===== config.mk =====
export PLATFORM = sky130hd
export DESIGN_NAME = regfile_write_scheduler
export DESIGN_NICKNAME = d
export VERILOG_FILES = /design/src/rtl/regfile_write_scheduler_pkg.sv /design/src/rtl/regfile_write_scheduler_rr_arbiter3.sv /design/src/rtl/regfile_write_scheduler.sv
export SDC_FILE = /design/constraint.sdc
export NUM_CORES = 1
export LEC_CHECK = 0
export CORE_UTILIZATION = 63
export CTS_CLUSTER_DIAMETER = 100
export DETAILED_ROUTE_END_ITERATION = 7
export DONT_BUFFER_PORTS = 1
export PLACE_DENSITY = 0.79
export SKIP_CTS_REPAIR_TIMING = 1
export SLEW_MARGIN = 25
export SYNTH_ARGS = -nofsm -noshare
export SYNTH_HDL_FRONTEND = slang
export SYNTH_SLANG_ARGS = --single-unit

===== constraint.sdc =====
create_clock -name clk -period 2.47 [get_ports clk]
set_input_delay 0.3705 -clock clk [delete_from_list [all_inputs] [get_ports clk]]
set_output_delay 0.3705 -clock clk [all_outputs]
set_load 0.05 [all_outputs]

===== src/rtl/regfile_write_scheduler_pkg.sv =====
// Shared constants and types for the register-file write scheduler.
// Source indices double as round-robin slot numbers and pointer values.
package regfile_write_scheduler_pkg;

   typedef logic [3:0] reg_idx_t;

   typedef enum logic [1:0] {
      SRC_ALU  = 2'd0,
      SRC_MEM  = 2'd1,
      SRC_LINK = 2'd2
   } src_t;

   localparam int unsigned PC_INDEX   = 15;
   localparam int unsigned LINK_INDEX = 14;

endpackage


===== src/rtl/regfile_write_scheduler_rr_arbiter3.sv =====
// Three-way combinational round-robin arbiter; the search starts at the
// source after ptr and wraps after LINK.
module rr_arbiter3
   import regfile_write_scheduler_pkg::*;
(
   input  logic [2:0] req,
   input  logic [1:0] ptr,
   output logic [2:0] grant
);

   always_comb begin
      grant = '0;
      case (ptr)
         SRC_ALU: begin
            if (req[SRC_MEM])       grant[SRC_MEM]  = 1'b1;
            else if (req[SRC_LINK]) grant[SRC_LINK] = 1'b1;
            else if (req[SRC_ALU])  grant[SRC_ALU]  = 1'b1;
         end
         SRC_MEM: begin
            if (req[SRC_LINK])      grant[SRC_LINK] = 1'b1;
            else if (req[SRC_ALU])  grant[SRC_ALU]  = 1'b1;
            else if (req[SRC_MEM])  grant[SRC_MEM]  = 1'b1;
         end
         // LINK and the unused encoding both restart the search at ALU
         default: begin
            if (req[SRC_ALU])       grant[SRC_ALU]  = 1'b1;
            else if (req[SRC_MEM])  grant[SRC_MEM]  = 1'b1;
            else if (req[SRC_LINK]) grant[SRC_LINK] = 1'b1;
         end
      endcase
   end

endmodule


===== src/rtl/regfile_write_scheduler.sv =====
// Arbitrates ALU / load / link writebacks onto the single register-file
// write port and tracks outstanding writes for decode stalls.
module regfile_write_scheduler #(
   parameter int unsigned NUM_REGS   = 16,
   parameter int unsigned PC_INDEX   = regfile_write_scheduler_pkg::PC_INDEX,
   parameter int unsigned LINK_INDEX = regfile_write_scheduler_pkg::LINK_INDEX
) (
   input  logic                clk,
   input  logic                reset,
   input  logic                alu_req,
   input  logic [3:0]          alu_dest,
   input  logic [31:0]         alu_data,
   input  logic                mem_req,
   input  logic [3:0]          mem_dest,
   input  logic [31:0]         mem_data,
   input  logic                link_req,
   input  logic [31:0]         link_data,
   output logic                alu_grant,
   output logic                mem_grant,
   output logic                link_grant,
   input  logic                issue_valid,
   input  logic [3:0]          issue_dest,
   output logic                writeEnable,
   output logic [3:0]          writeDestination,
   output logic [31:0]         writeData,
   output logic                writeToPC,
   output logic [NUM_REGS-1:0] pending
);

   import regfile_write_scheduler_pkg::*;

   localparam reg_idx_t PC_IDX   = reg_idx_t'(PC_INDEX);
   localparam reg_idx_t LINK_IDX = reg_idx_t'(LINK_INDEX);

   src_t                last_grant;
   logic [2:0]          arb_grant;
   logic [2:0]          grant;
   logic                any_grant;
   reg_idx_t            sel_dest;
   logic [31:0]         sel_data;
   logic [NUM_REGS-1:0] pending_next;

   rr_arbiter3 u_arb (
      .req   ({link_req, mem_req, alu_req}),
      .ptr   (last_grant),
      .grant (arb_grant)
   );

   // Grants are suppressed for the whole time reset is held low
   assign grant      = arb_grant & {3{reset}};
   assign alu_grant  = grant[SRC_ALU];
   assign mem_grant  = grant[SRC_MEM];
   assign link_grant = grant[SRC_LINK];
   assign any_grant  = |grant;

   always_comb begin
      sel_dest = alu_dest;
      sel_data = alu_data;
      if (grant[SRC_MEM]) begin
         sel_dest = mem_dest;
         sel_data = mem_data;
      end else if (grant[SRC_LINK]) begin
         sel_dest = LINK_IDX;
         sel_data = link_data;
      end
   end

   // Clear first, then set, so a same-register issue keeps the bit high
   always_comb begin
      pending_next = pending;
      if (any_grant)   pending_next[sel_dest]   = 1'b0;
      if (issue_valid) pending_next[issue_dest] = 1'b1;
   end

   always_ff @(posedge clk or negedge reset) begin
      if (!reset) begin
         writeEnable      <= 1'b0;
         writeDestination <= '0;
         writeData        <= '0;
         writeToPC        <= 1'b0;
         pending          <= '0;
         last_grant       <= SRC_LINK;
      end else begin
         writeEnable <= any_grant;
         writeToPC   <= any_grant && (sel_dest == PC_IDX);
         if (any_grant) begin
            writeDestination <= sel_dest;
            writeData        <= sel_data;
         end
         if (grant[SRC_ALU])       last_grant <= SRC_ALU;
         else if (grant[SRC_MEM])  last_grant <= SRC_MEM;
         else if (grant[SRC_LINK]) last_grant <= SRC_LINK;
         pending <= pending_next;
      end
   end

endmodule

# After elaboration in Yosys (flattened, before gate mapping)
# Cells that the tools add are included.
# totals
regBits	56
input_bits	114
out_inout_bits	57
word_cells	45
# op_classes
n_lt_le_gt_ge	4
eq_ne	2
mux	23
bitwise	4
reduce_logical	6
# op_table
op	n
$mux W32	2
$mux W16	2
$and A16 B16 Y16	1
$not A16 Y16	1
$or A16 B16 Y16	1
$lt A4 B5 Y1 const B	2
$mux W2	5
$mux W1	9
$demux W1 S4	2
$ge A4 B1 Y1 const B	2
$mux W4	2
$pmux W3 S2	1
$eq A4 B4 Y1 const B	1
$and A3 B3 Y3	1
$logic_and A1 B1 Y1	3
$reduce_bool A3 Y1	1
$reduce_or A3 Y1	1
$eq A2 B1 Y1 const B	1
$logic_not A2 Y1	1

# Depth between registers and ports, before layout
# depth
word_depth	16
depth_mapped	8
mapped_depth_nobuf	7

# Cells and area by module
# Synthesis repeated with hierarchy kept, for this count alone.
# hier_totals
cells_unflattened	306
hier_area_um2	2992.9
# modules_own_cells
mod	instances	cells_per_inst	area_each_um2	seq_area_each_um2
regfile_write_scheduler	1	299	2941.6	1402.6
rr_arbiter3	1	7	51.3	0.0

# Worst setup path after synthesis
# No wires, ideal clock.
# synth_path
path_type	reg-to-reg
start	register last_grant[1]
end	register pending[15]
setup_time_ns	0.134
arrival_ns	2.067
t_required_ns	2.336
path_slack_ns	0.269
stages_incl_launch_ff	8
n_path_buf	0
synth_period_minus_slack_ns	2.201
path_cell_list	dfstp_2 nor2b_1 o22a_2 or2_4 inv_1 mux2_2 nor3_1 o22ai_1
# synth_between
word_cells_on_any_way	17
cone_classes	order compare: 2; eq/ne: 1; mux: 7; bitwise: 4; reduce/logical: 3
# synth_rtl
item	line	source
from (decl)	regfile_write_scheduler.sv:35	src_t last_grant;
from (signal assigned)	regfile_write_scheduler.sv:82	last_grant <= SRC_LINK;
from (signal assigned)	regfile_write_scheduler.sv:90	if (grant[SRC_ALU]) last_grant <= SRC_ALU;
from (signal assigned)	regfile_write_scheduler.sv:91	else if (grant[SRC_MEM]) last_grant <= SRC_MEM;
$eq A2 B1 Y1 or $logic_not A2 Y1 (tied branches)	regfile_write_scheduler_rr_arbiter3.sv:13	case (ptr)
$pmux W3 S2 (*)	regfile_write_scheduler_rr_arbiter3.sv:13	
$and A3 B3 Y3 (*)	regfile_write_scheduler.sv:50	assign grant = arb_grant & {3{reset}};
via mem_grant	regfile_write_scheduler.sv:19	output logic mem_grant,
$mux W4	regfile_write_scheduler.sv:59	if (grant[SRC_MEM]) begin
$lt A4 B5 Y1 (not written as such) or $ge A4 B1 Y1 (tied branches)	regfile_write_scheduler.sv:71	if (any_grant) pending_next[sel_dest] = 1'b0;
$logic_and A1 B1 Y1 (not written as such)	regfile_write_scheduler.sv:71	
$mux W1 (not written as such)	regfile_write_scheduler.sv:71	
$demux W1 S4	regfile_write_scheduler.sv:71	
$not A16 Y16 (no source line)	n/a	
$and A16 B16 Y16 (no source line)	n/a	
$mux W16 (*)	regfile_write_scheduler.sv:71	
$or A16 B16 Y16 (no source line)	n/a	
$mux W16 (*)	regfile_write_scheduler.sv:72	if (issue_valid) pending_next[issue_dest] = 1'b1;
via pending_next[15]	regfile_write_scheduler.sv:41	logic [NUM_REGS-1:0] pending_next;
to (signal assigned)	regfile_write_scheduler.sv:93	pending <= pending_next;
to (decl)	regfile_write_scheduler.sv:27	output logic [NUM_REGS-1:0] pending
# The timed path passes the listed nets; every way through them passes the cells marked *.
# A chain may end at the register's enable or synchronous reset.

# Worst setup path after layout
# layout_path
start	register last_grant[1]
end	register pending[2]
# layout_between
elab_chain_cells	14
word_cells_on_any_way	17
cone_classes	order compare: 2; eq/ne: 1; mux: 7; bitwise: 4; reduce/logical: 3
# layout_lines
item	line	source
$eq A2 B1 Y1 or $logic_not A2 Y1 (tied branches)	regfile_write_scheduler_rr_arbiter3.sv:13	
$pmux W3 S2 (*)	regfile_write_scheduler_rr_arbiter3.sv:13	
$and A3 B3 Y3 (*)	regfile_write_scheduler.sv:50	
$mux W4	regfile_write_scheduler.sv:62	end else if (grant[SRC_LINK]) begin
$mux W4	regfile_write_scheduler.sv:59	
$lt A4 B5 Y1 (not written as such) or $ge A4 B1 Y1 (tied branches)	regfile_write_scheduler.sv:71	
$logic_and A1 B1 Y1 (not written as such)	regfile_write_scheduler.sv:71	
$mux W1 (not written as such)	regfile_write_scheduler.sv:71	
$demux W1 S4	regfile_write_scheduler.sv:71	
$not A16 Y16 (no source line)	n/a	
$and A16 B16 Y16 (no source line)	n/a	
$mux W16 (*)	regfile_write_scheduler.sv:71	
$or A16 B16 Y16 (no source line)	n/a	
$mux W16 (*)	regfile_write_scheduler.sv:72	
via pending_next[2]	regfile_write_scheduler.sv:41	
# Marks and branches as above.

==> impl_metrics.csv <==
group,metric,value,unit
hold_path,hold_start,"issue_dest[3]",
synth,synth_cell_types,34,
timing,rsz0062_at_grt,"no",
synth,synth_area_per_cell,8.45,µm²
synth,ys_seq_elements,56,
floorplan,coreArea,4410,µm²
worst_setup_path,rrSetupSlack,0.28,ns
grt,grt_pass1_wl,11.6,mm
power_and_ir_drop,power_density,997,nW/µm²
timing,max_freq,0.457,GHz
worst_setup_path,worstPathRequired,2.69,ns
place,dp_hpwl,5.39,mm
place,placed_area,3010,µm²
timing,slew_violations,0,
detailed_routing,vias_per_cell,6.73,
detailed_routing,initialDrtViolationCount,175,
detailed_routing,postRouteAntennaNets,0,
floorplan,dieArea,4960,µm²
grt,grt_pass1_vias,2472,
clock_network,cts.sinks,56,
synth,synth_fp_nets,463,
detailed_routing,remaining_drc_errors,0,
power_and_ir_drop,pwr-share-seq,64.6,%
hold_path,hp-class,"input port to flop",
power_and_ir_drop,peakVddDrop,0.519,mV
hold_path,whs_endpoint,"pending[3]$_DFF_PN0_",
worst_setup_path,rr_endpoint,"pending[2]$_DFF_PN0_",
power_and_ir_drop,pwr-share-clk,15.3,%
power_and_ir_drop,p_int,1.58,mW
clock_network,clk_pin_slew,0.10,ns
clock_network,root_buffer,"clkbuf_8",
clock_network,cts_tree,"built",
clock_network,cts_max_level,2,
worst_setup_path,cp_max_fo,36,
worst_setup_path,worst_setup_path_start_kind,"flop",
place,preCtsSetupSlack,0.295,ns
timing,finalCritPeriodShare,88.7,%
timing,slew_headroom,44.4,%
layout,multi_input_area,1420,µm²
grt,grt_use_total,30.0,%
layout,num_antenna_cells,0,
timing,hold_viol,0,
hold_path,min_delay_path_depth,1,
timing,finalSetupViolCount,0,
detailed_routing,vias,2667,
synth,yosys_warnings,0,
grt,grt_max_degree,62,
layout,drive_gt1_share,6.40,%
worst_setup_path,end_kind,"flop",
synth,syn_inst,349,
synth,syn_area,2950,µm²
timing,layout_setup_ws,0.280,ns
power_and_ir_drop,power_switching,1.55,mW
layout,design_area,3130,µm²
timing,setup_tns,0,ns
outcome,outcome,"completed",
floorplan,fp.dieH,70.4,µm
power_and_ir_drop,combPwrFrac,20.1,%
floorplan,fp.dieW,70.4,µm
floorplan,io-pin-count,171,
grt,antenna_found_initial,0,
clock_network,clk_latency,0.31,ns
grt,overflow,0,
place,gp_congestion,0.842,
power_and_ir_drop,totalPowerFinal,3.12,mW
detailed_routing,dr.pass1.iters,4,
power_and_ir_drop,p_leak,1.52,nW
layout,fill_cells,361,
timing,skew,0.0114,ns
layout,layout.nets,457,
run,maxCapViolCount,0,
synth,ys_seq_area_share,47.6,%
worst_setup_path,reg2reg_from,"last_grant[1]$_DFFE_PN1N_",
timing,worstMarginPinSlew,0.833,ns
power_and_ir_drop,swShare,49.5,%
worst_setup_path,critPathArrivalTime,2.41,ns
timing,fin_crit,2.19,ns
floorplan,start_util,66.8,%
worst_setup_path,crit_type,"flop to flop",
layout,register_area,1400,µm²
clock_network,cts_buffers,5,
detailed_routing,routed_wl,7.52,mm
clock_network,clock_path_buffers,2,
layout,syn_to_final_growth,6.20,%
place,port_buffers,0,
worst_setup_path,rr_worst_depth,7,
floorplan,row_count,24,
detailed_routing,routedWlPerCell,19.0,µm
## layer usage
layer  vias up  routed length, µm  global-route usage, %
met2       144               3840                   50.2
met1      1284               2840                   35.4
met3        12                729                   9.67
met4         0                114                   12.9
li1       1227                  -                      -
met5         -                  0                      0
## Yosys cell counts, drive strengths merged
cell / n / share of area, %
nand2: 89 / 11
dfrtp: 55 / 47
o21ai: 48 / 8.1
a31oi: 33 / 7.0
a21o: 32 / 8.1
clkbuf: 17 / 2.2
inv: 13 / 1.7
buf: 7 / 1.1
nor2b: 6 / 1.3
o31ai: 5 / 1.3
nor3: 4 / 0.68
o22ai: 4 / 0.85
a21oi: 3 / 0.51
a41oi: 3 / 0.89
and2: 3 / 0.64
nand3: 3 / 0.51
nor2: 3 / 0.38
o221ai: 3 / 0.89
a32oi: 2 / 0.59
nand2b: 2 / 0.42
nor4b: 2 / 0.59
a211o: 1 / 0.30
a211oi: 1 / 0.25
a22oi: 1 / 0.25
a311oi: 1 / 0.51
dfstp: 1 / 0.89
mux2: 1 / 0.38
nor4: 1 / 0.21
o211a: 1 / 0.34
o211ai: 1 / 0.25
o21a: 1 / 0.25
o22a: 1 / 0.34
or2: 1 / 0.30
## through the flow
step,hold WS (ns),instances,utilization [%]
after CTS,-0.265,394,70.1
after floorplan,0.0749,349,-
after detailed placement,0.0761,386,68.2
after global routing,0.137,396,70.9
final,0.144,396,70.9
after global placement,0.0762,386,68.2
## state kept, by name, indices dropped and copies added, names as in the netlist
name              count
pending              16
writeDestination      4
writeToPC             1
writeData            32
last_grant            2
writeEnable           1
## cell usage in the layout (no fill, tap or decap), types with 3 or more instances in the layout
cell	instances
nand3_1	3
nor3_1	4
nand2_1	89
dfrtp_1	55
o31ai_1	4
and2_1	3
nor2_1	3
o21ai_0	48
nor2b_1	6
a21oi_1	3
buf_4	8
o221ai_1	3
a41oi_1	3
a31oi_1	33
clkbuf_8	5
o22ai_1	4
inv_1	13
a21o_1	32
## cell type report
type	instances	area share [%]
Clock inverter	1	0.160
Sequential cell	56	44.8
Multi-Input combinational cell	256	45.2
Timing Repair Buffer	11	3.76
Inverter	13	1.56
Clock buffer	7	2.44
Tap cell	52	2.08
## power by group through the flow
stage | Combinational, mW | Clock [mW] | Sequential (mW)
after floorplan | 0.489 | 0 | 1.98
after global placement | 0.574 | 0 | 2.03
after detailed placement | 0.606 | 0 | 2.03
after CTS | 0.605 | 0.493 | 2.01
after global routing | 0.705 | 0.523 | 2.04
final | 0.628 | 0.477 | 2.02
## cell families (layout without fill, tap and decap cells)
kind of cell,after synthesis,after routing,synth area share (%)
AO/OA/AOI/OAI,141,141,30.8
buffers and inverters,37,32,4.88
flip-flops,56,56,47.6
multiplexers,1,1,0.382
AND/OR/NAND/NOR,114,114,16.3
## worst max-delay path by stage
stage                     slack (ns)  depth (start not counted)                    end                      start
after CTS                       0.29                          7   pending[2]$_DFF_PN0_  last_grant[1]$_DFFE_PN1N_
after detailed placement        0.30                          7   pending[2]$_DFF_PN0_  last_grant[1]$_DFFE_PN1N_
final                           0.28                          7   pending[2]$_DFF_PN0_  last_grant[1]$_DFFE_PN1N_
after floorplan                 0.27                          7  pending[15]$_DFF_PN0_  last_grant[1]$_DFFE_PN1N_
after global placement          0.37                          6  pending[14]$_DFF_PN0_  last_grant[1]$_DFFE_PN1N_
after global routing            0.13                          7  pending[13]$_DFF_PN0_  last_grant[1]$_DFFE_PN1N_
## worst max-delay path, stage by stage, from the launching register on
cell,delay (ns)
dfstp_2,0.59
nor2b_1,0.06
o22a_2,0.22
or2_4,0.26
buf_4,0.23
a41oi_1,0.49
a21oi_1,0.14
o21ai_0,0.12
Note: power is estimated with default switching activity, not from simulation.
